**src/rtl/ad7980_sample_ctrl_if.sv**
```systemverilog
// Handshake/status bundle between the AD7980 sample scheduler and its neighbours.
// Optional m_tstamp appears when AD7980_SAMPLE_CTRL_TSTAMP_EN is defined.
interface ad7980_sample_ctrl_if #(
    parameter int DATA_W = 16,
    parameter int DIV_W  = 16,
    parameter int CNT_W  = 16
);
    logic              start;
    logic              stop;
    logic [DIV_W-1:0]  cfg_period;
    logic [CNT_W-1:0]  cfg_count;
    logic              adc_start;
    logic [DATA_W-1:0] adc_data;
    logic              adc_valid;
    logic [DATA_W-1:0] m_data;
    logic              m_valid;
    logic              m_ready;
    logic              busy;
    logic              done;
    logic              err_timeout;
    logic [CNT_W-1:0]  overrun_cnt;
    logic [CNT_W-1:0]  missed_cnt;
`ifdef AD7980_SAMPLE_CTRL_TSTAMP_EN
    logic [31:0]       m_tstamp;
`endif

    modport slave (
        input  start, stop, cfg_period, cfg_count,
        input  adc_data, adc_valid, m_ready,
        output adc_start, m_data, m_valid,
        output busy, done, err_timeout,
        output overrun_cnt, missed_cnt
`ifdef AD7980_SAMPLE_CTRL_TSTAMP_EN
        , output m_tstamp
`endif
    );

    modport master (
        output start, stop, cfg_period, cfg_count,
        output adc_data, adc_valid, m_ready,
        input  adc_start, m_data, m_valid,
        input  busy, done, err_timeout,
        input  overrun_cnt, missed_cnt
`ifdef AD7980_SAMPLE_CTRL_TSTAMP_EN
        , input m_tstamp
`endif
    );
endinterface

```
**src/rtl/ad7980_sample_ctrl.sv**
```systemverilog
// AD7980 conversion scheduler: periodic requests, bursts, 1-entry output reg.
// Define AD7980_SAMPLE_CTRL_TSTAMP_EN to add a request timestamp (m_tstamp).
module ad7980_sample_ctrl #(
    parameter int DATA_W  = 16,
    parameter int DIV_W   = 16,
    parameter int CNT_W   = 16,
    parameter int TIMEOUT = 255
) (
    input  logic clk,
    input  logic rst,
    ad7980_sample_ctrl_if.slave bus
);
    localparam int TO_W = $clog2(TIMEOUT + 1);

    localparam logic [1:0] ST_IDLE  = 2'd0;
    localparam logic [1:0] ST_WAIT  = 2'd1;
    localparam logic [1:0] ST_CONV  = 2'd2;
    localparam logic [1:0] ST_DRAIN = 2'd3;

    logic [1:0]        r_state;
    logic [DIV_W-1:0]  r_period;
    logic [DIV_W-1:0]  r_pcnt;
    logic [CNT_W-1:0]  r_rem;
    logic              r_cont;
    logic [TO_W-1:0]   r_tcnt;
    logic              r_done;
    logic              r_err;
    logic [CNT_W-1:0]  r_ovr;
    logic [CNT_W-1:0]  r_miss;
    logic [DATA_W-1:0] r_mdata;
    logic              r_mvalid;

    logic w_run;
    logic w_tick;
    logic w_start;
    logic w_issue;
    logic w_inflt;
    logic w_tmo;
    logic w_cvalid;
    logic w_room;
    logic w_load;
    logic w_drop;
    logic w_last;
    logic w_miss;

    assign w_run    = (r_state == ST_WAIT) || (r_state == ST_CONV);
    assign w_tick   = w_run && (r_pcnt == r_period);
    assign w_start  = (r_state == ST_IDLE) && bus.start && !bus.stop;
    assign w_issue  = (r_state == ST_WAIT) && w_tick && !bus.stop;
    assign w_inflt  = (r_state == ST_CONV) || (r_state == ST_DRAIN);
    assign w_tmo    = w_inflt && !bus.adc_valid
                    && (r_tcnt == TO_W'(TIMEOUT - 1));
    assign w_cvalid = (r_state == ST_CONV) && bus.adc_valid && !bus.stop;
    assign w_room   = !r_mvalid || bus.m_ready;
    assign w_load   = w_cvalid && w_room;
    assign w_drop   = w_cvalid && !w_room;
    assign w_last   = w_cvalid && !r_cont && (r_rem == CNT_W'(1));
    assign w_miss   = (r_state == ST_CONV) && w_tick;

    // Run/burst state machine; done is a registered one-cycle pulse
    always_ff @(posedge clk) begin
        if (rst) begin
            r_state  <= ST_IDLE;
            r_done   <= 1'b0;
            r_err    <= 1'b0;
            r_period <= '0;
            r_rem    <= '0;
            r_cont   <= 1'b0;
        end else begin
            r_done <= 1'b0;
            case (r_state)
                ST_IDLE: begin
                    if (w_start) begin
                        r_period <= bus.cfg_period;
                        r_rem    <= bus.cfg_count;
                        r_cont   <= (bus.cfg_count == '0);
                        r_err    <= 1'b0;
                        r_state  <= ST_WAIT;
                    end
                end
                ST_WAIT: begin
                    if (bus.stop) begin
                        r_done  <= 1'b1;
                        r_state <= ST_IDLE;
                    end else if (w_tick) begin
                        r_state <= ST_CONV;
                    end
                end
                ST_CONV: begin
                    if (bus.stop) begin
                        // a result landing with the stop is the drained one
                        if (bus.adc_valid || w_tmo) begin
                            r_done  <= 1'b1;
                            r_state <= ST_IDLE;
                        end else begin
                            r_state <= ST_DRAIN;
                        end
                    end else if (bus.adc_valid) begin
                        if (!r_cont) begin
                            r_rem <= r_rem - CNT_W'(1);
                        end
                        if (w_last) begin
                            r_done  <= 1'b1;
                            r_state <= ST_IDLE;
                        end else begin
                            r_state <= ST_WAIT;
                        end
                    end else if (w_tmo) begin
                        r_err   <= 1'b1;
                        r_done  <= 1'b1;
                        r_state <= ST_IDLE;
                    end
                end
                ST_DRAIN: begin
                    if (bus.adc_valid || w_tmo) begin
                        r_done  <= 1'b1;
                        r_state <= ST_IDLE;
                    end
                end
                default: r_state <= ST_IDLE;
            endcase
        end
    end

    // Sample-period divider, free-running while a run is active
    always_ff @(posedge clk) begin
        if (rst) begin
            r_pcnt <= '0;
        end else if (!w_run || w_tick) begin
            r_pcnt <= '0;
        end else begin
            r_pcnt <= r_pcnt + DIV_W'(1);
        end
    end

    // Cycles since the request; the request cycle itself counts as one
    always_ff @(posedge clk) begin
        if (rst) begin
            r_tcnt <= '0;
        end else if (w_issue) begin
            r_tcnt <= TO_W'(1);
        end else if (w_inflt) begin
            r_tcnt <= r_tcnt + TO_W'(1);
        end else begin
            r_tcnt <= '0;
        end
    end

    // Saturating overrun and missed-tick counters
    always_ff @(posedge clk) begin
        if (rst) begin
            r_ovr  <= '0;
            r_miss <= '0;
        end else if (w_start) begin
            r_ovr  <= '0;
            r_miss <= '0;
        end else begin
            if (w_drop && (r_ovr != '1)) begin
                r_ovr <= r_ovr + CNT_W'(1);
            end
            if (w_miss && (r_miss != '1)) begin
                r_miss <= r_miss + CNT_W'(1);
            end
        end
    end

    // One-entry output holding register, independent of run state
    always_ff @(posedge clk) begin
        if (rst) begin
            r_mdata  <= '0;
            r_mvalid <= 1'b0;
        end else if (w_load) begin
            r_mdata  <= bus.adc_data;
            r_mvalid <= 1'b1;
        end else if (r_mvalid && bus.m_ready) begin
            r_mvalid <= 1'b0;
        end
    end

`ifdef AD7980_SAMPLE_CTRL_TSTAMP_EN
    logic [31:0] r_cycle;
    logic [31:0] r_req_ts;
    logic [31:0] r_mts;

    // Free-running cycle counter, snapshot at request, moved with the data
    always_ff @(posedge clk) begin
        if (rst) begin
            r_cycle  <= '0;
            r_req_ts <= '0;
            r_mts    <= '0;
        end else begin
            r_cycle <= r_cycle + 32'd1;
            if (w_issue) begin
                r_req_ts <= r_cycle;
            end
            if (w_load) begin
                r_mts <= r_req_ts;
            end
        end
    end

    assign bus.m_tstamp = r_mts;
`endif

    assign bus.adc_start   = w_issue;
    assign bus.m_data      = r_mdata;
    assign bus.m_valid     = r_mvalid;
    assign bus.busy        = (r_state != ST_IDLE);
    assign bus.done        = r_done;
    assign bus.err_timeout = r_err;
    assign bus.overrun_cnt = r_ovr;
    assign bus.missed_cnt  = r_miss;
endmodule

```
**src/flat_wrapper.sv**
```systemverilog
// flat-port wrapper written by rule: the top's interface ports become plain ports
module ad7980_sample_ctrl_flat 
#(
    parameter int DATA_W  = 16,
    parameter int DIV_W   = 16,
    parameter int CNT_W   = 16,
    parameter int TIMEOUT = 255
)
  (clk, rst, bus_start, bus_stop, bus_cfg_period, bus_cfg_count, bus_adc_data, bus_adc_valid, bus_m_ready, bus_adc_start, bus_m_data, bus_m_valid, bus_busy, bus_done, bus_err_timeout, bus_overrun_cnt, bus_missed_cnt);
  ad7980_sample_ctrl_if #(.DATA_W(DATA_W), .DIV_W(DIV_W), .CNT_W(CNT_W)) bus_i ();
  input  logic clk;
  input  logic rst;
  input wire logic [$bits(bus_i.start)-1:0] bus_start;
  input wire logic [$bits(bus_i.stop)-1:0] bus_stop;
  input wire logic [$bits(bus_i.cfg_period)-1:0] bus_cfg_period;
  input wire logic [$bits(bus_i.cfg_count)-1:0] bus_cfg_count;
  input wire logic [$bits(bus_i.adc_data)-1:0] bus_adc_data;
  input wire logic [$bits(bus_i.adc_valid)-1:0] bus_adc_valid;
  input wire logic [$bits(bus_i.m_ready)-1:0] bus_m_ready;
  output wire logic [$bits(bus_i.adc_start)-1:0] bus_adc_start;
  output wire logic [$bits(bus_i.m_data)-1:0] bus_m_data;
  output wire logic [$bits(bus_i.m_valid)-1:0] bus_m_valid;
  output wire logic [$bits(bus_i.busy)-1:0] bus_busy;
  output wire logic [$bits(bus_i.done)-1:0] bus_done;
  output wire logic [$bits(bus_i.err_timeout)-1:0] bus_err_timeout;
  output wire logic [$bits(bus_i.overrun_cnt)-1:0] bus_overrun_cnt;
  output wire logic [$bits(bus_i.missed_cnt)-1:0] bus_missed_cnt;
  assign bus_i.start = bus_start;
  assign bus_i.stop = bus_stop;
  assign bus_i.cfg_period = bus_cfg_period;
  assign bus_i.cfg_count = bus_cfg_count;
  assign bus_i.adc_data = bus_adc_data;
  assign bus_i.adc_valid = bus_adc_valid;
  assign bus_i.m_ready = bus_m_ready;
  assign bus_adc_start = bus_i.adc_start;
  assign bus_m_data = bus_i.m_data;
  assign bus_m_valid = bus_i.m_valid;
  assign bus_busy = bus_i.busy;
  assign bus_done = bus_i.done;
  assign bus_err_timeout = bus_i.err_timeout;
  assign bus_overrun_cnt = bus_i.overrun_cnt;
  assign bus_missed_cnt = bus_i.missed_cnt;
  ad7980_sample_ctrl #(.DATA_W(DATA_W), .DIV_W(DIV_W), .CNT_W(CNT_W), .TIMEOUT(TIMEOUT)) u_core (.clk(clk), .rst(rst), .bus(bus_i));
endmodule
```
**config.mk**
```make
export PLATFORM = sky130hd
export DESIGN_NAME = ad7980_sample_ctrl_flat
export DESIGN_NICKNAME = d
export VERILOG_FILES = /design/src/rtl/ad7980_sample_ctrl_if.sv /design/src/rtl/ad7980_sample_ctrl.sv /design/src/flat_wrapper.sv
export SDC_FILE = /design/constraint.sdc
export NUM_CORES = 1
export LEC_CHECK = 0
export CORE_ASPECT_RATIO = 0.8
export CORE_MARGIN = 2
export CORE_UTILIZATION = 55
export DETAILED_ROUTE_END_ITERATION = 6
export DONT_BUFFER_PORTS = 1
export MAX_ROUTING_LAYER = met4
export PLACE_DENSITY = 0.8
export SLEW_MARGIN = 20
export SYNTH_ARGS = -nofsm -noshare
export SYNTH_HDL_FRONTEND = slang
export SYNTH_SLANG_ARGS = --single-unit
```
**constraint.sdc**
```tcl
create_clock -name clk -period 2.9 [get_ports clk]
set_clock_uncertainty 0.05 [all_clocks]
set_input_delay 0.58 -clock clk [delete_from_list [all_inputs] [get_ports clk]]
set_output_delay 0.58 -clock clk [all_outputs]
set_load 0.005 [all_outputs]
```
==> flow_summary.toml <==
[run_status]
status = "finished, final reports clean"

[floorplan]
rows = 32
core_area_sq_um = 9489
die_x_um = 113.8
ios = 107
die_area_sq_um = 10440
initial_core_util_pct = 55.85
die_y_um = 91.80

[placement]
gp_congestion = 0.9489
port_buffers = 0
dp_hpwl_um = 8768
post-place-ws_ns = 0.4250

[timing]
slew_viol_final = 0
period_share_pct = 91.30
setup_slack_ns = 0.2523
finalSetupViolCount = 0
hold_viol = 0
min_period_ns = 2.648
relSlewSlack_pct = 54.17
rsz0062_at_grt = "no"
fmax_ghz = 0.3777
worst_pin_slew_ns = 0.6875
hold_slack_ns = 0.2471
fin_tns_setup_ns = 0

[clock_tree]
cts_root_buf = "clkbuf_16"
cts_setup_buffers = 0
insertion_delay_ns = 0.35
h-tree-depth = 3
numCtsBuffers = 9
post_cts_resize_count = 0
clock_sinks = 110
clk_pin_slew_ns = 0.07
max-clock-path-buffers = 2
hold_buffers = 0
tritoncts = "yes"

[min_path]
hold_path_end = "u_core.r_rem[8]$_SDFFE_PP0P_"
whs_path_depth = 1
worstHoldStart = "rst"
hp-class = "in -> reg"

[setup_path]
cp_data_arrival_time_ns = 2.02
path_max_fanout = 6
reg2reg_to = "u_core.bus.missed_cnt[14]$_SDFFE_PP0P_"
setup.worst_path.class = "reg -> out"
r2r_slack_ns = 0.41
regToRegStartpoint = "u_core.r_pcnt[2]$_SDFF_PP0_"
worstSetupEndpointType = "primary output"
cp-start-kind = "register"
reg2reg_depth = 6
required_ns = 2.27
crit_start = "u_core.r_pcnt[2]$_SDFF_PP0_"

[global_route]
antenna_found_initial = 0
gr-total-overflow = 0
grt_pass1_vias = 4318
grt_pass1_wl_um = 20230
grt_max_degree = 62
grt_util_all_layers_pct = 24.54

[synthesis]
yosysSeqAreaShare_pct = 41.55
ys.warnings.count = 0
syn_inst = 653
synth_cell_type_count = 58
avgSynthCellArea_sq_um = 8.117
synth-seq-cells = 110
synth_edf_count = 0
async_reset_ff_share_pct = 0
syn_area_sq_um = 5300
ys.flop_type = "dfxtp_1"
postSynthNetCount = 718

[power_and_ir_drop]
ir_worst_vdd_mv = 0.3165
power_density_nw_per_um2 = 619.8
total_leakage_power_nw = 2.077

[detailed_routing]
viasPerCell = 5.949
first_pass_iters = 5
num_vias = 4575
drt-initial-drc-count = 331
wirelength_um = 12240
drc = 0
ant_nets = 0
wire_per_inst_um = 15.92

[finish]
final_nets = 710
synthToLayoutAreaGrowth_pct = 7.389
drive_gt1_share_pct = 7.385
fill_cells = 830
n_antenna_cell = 0

[job]
maxCapViolCount = 0
report_power, final:
part / internal [mW] / switching, mW
logic: 0.235 / 0.410
registers: 1.59 / 0.0753
clock network: 0.661 / 0.560
how the worst max path moves through the flow:
stage                                                   to  slack [ns]  cells past startpoint
finish                                       bus_adc_start        0.25                      5
global route                                 bus_adc_start        0.08                      5
CTS                                          bus_adc_start        0.26                      5
detailed placement            u_core.r_rem[9]$_SDFFE_PP0P_        0.43                      9
global placement    u_core.bus.missed_cnt[14]$_SDFFE_PP0P_        0.53                      6
floorplan                     u_core.r_rem[2]$_SDFFE_PP0P_        0.60                     11
synth_stat cells, types with 3 or more instances:
library cell / n / area, sq um
dfxtp_1: 110 / 2202
nand2_1: 105 / 394.1
nor2_1: 92 / 345.3
a21oi_1: 52 / 260.3
xor2_1: 34 / 297.8
nand3_1: 25 / 125.1
clkbuf_1: 24 / 90.09
nand4_1: 17 / 106.4
nor3_1: 16 / 80.08
xnor2_1: 16 / 140.1
inv_1: 13 / 48.80
o21ai_0: 12 / 60.06
ha_1: 11 / 137.6
and3_1: 10 / 62.56
a31o_2: 7 / 61.31
nor4_1: 7 / 43.79
a2111oi_0: 6 / 52.55
a22oi_1: 6 / 45.04
o31ai_1: 6 / 45.04
or3_1: 6 / 37.54
a211oi_1: 5 / 37.54
a31oi_1: 5 / 31.28
and2_1: 5 / 31.28
mux2i_1: 5 / 50.05
nand2b_1: 5 / 31.28
nor4_2: 5 / 62.56
and4_1: 4 / 35.03
a41o_1: 3 / 30.03
nand3b_1: 3 / 22.52
nor2b_1: 3 / 18.77
kinds of logic after synthesis:
| logic type | share of synthesized area (%) |
|---|---|
| xor gates and xnor gates | 8.569 |
| and+or+nand+nor | 28.31 |
| muxes | 1.157 |
| AOI/OAI and AO/OA | 14.12 |
| adders and majority gates | 2.597 |
| buffers and inverters | 3.706 |
| DFF | 41.55 |
layout by cell type, fill, tap and decap left out, types with 4 or more instances in the layout:
| cell | netlist | final |
|---|---|---|
| nand2_1 | 105 | 105 |
| dfxtp_1 | 110 | 110 |
| o21ai_0 | 12 | 12 |
| a2111oi_0 | 6 | 6 |
| a22oi_1 | 6 | 6 |
| buf_4 | 1 | 12 |
| xnor2_1 | 16 | 16 |
| ha_1 | 11 | 11 |
| a31oi_1 | 5 | 5 |
| o31ai_1 | 6 | 5 |
| clkbuf_16 | 0 | 9 |
| or3_1 | 6 | 6 |
| nor2_1 | 92 | 92 |
| a31o_2 | 7 | 7 |
| xor2_1 | 34 | 34 |
| inv_1 | 13 | 13 |
| nor4_2 | 5 | 5 |
| a211oi_1 | 5 | 5 |
| and2_1 | 5 | 5 |
| nand4_1 | 17 | 17 |
| and4_1 | 4 | 4 |
| nor4_1 | 7 | 7 |
| a21oi_1 | 52 | 52 |
| and3_1 | 10 | 10 |
| mux2i_1 | 5 | 5 |
| nand2b_1 | 5 | 5 |
| nor3_1 | 16 | 16 |
| nand3_1 | 25 | 25 |
through the flow:
stage | utilization, % | std cells | total power, mW | instance area, sq um
detailed placement | 56.87 | 753 | 2.331 | 5396
global route | 59.98 | 769 | 3.686 | 5692
finish | 59.98 | 769 | 3.528 | 5692
global placement | 56.87 | 753 | 2.300 | 5396
floorplan | - | 653 | 2.190 | 5300
CTS | 59.98 | 769 | 3.541 | 5692
sequential cells by signal, indices dropped and copies added, names as in the netlist:
signal                  count
u_core.r_tcnt               8
u_core.bus.done             1
u_core.bus.m_data          16
u_core.bus.err_timeout      1
u_core.r_cont               1
u_core.r_pcnt              16
u_core.r_rem               16
u_core.r_state              2
u_core.r_period            16
u_core.bus.missed_cnt      16
u_core.bus.m_valid          1
u_core.bus.overrun_cnt     16
area by class of cell:
class	instances	area (sq um)	area share, %
Multi-Input combinational cell	499	2907	51.07
Sequential cell	110	2202	38.69
Clock buffer	13	270.3	4.748
Tap cell	119	148.9	2.616
Timing Repair Buffer	12	90.09	1.583
Inverter	13	48.80	0.8573
Clock inverter	3	25.02	0.4397
metal layers:
layer / vias up / part of all wire (%) / global-route usage [%]
li1: 2274 / - / -
met1: 2167 / 46 / 31.05
met2: 117 / 46 / 38.52
met3: 17 / 6.5 / 7.138
met4: 0 / 1.4 / 7.012
met5: - / 0 / -
worst max-delay path, cell delays in order (launching register included):
cell     delay, ns
dfxtp_1       0.45
xor2_1        0.11
nor4_2        0.44
nand3_1       0.19
nor4b_1       0.29
buf_4         0.19
Note: power is estimated with default switching activity, not from simulation.
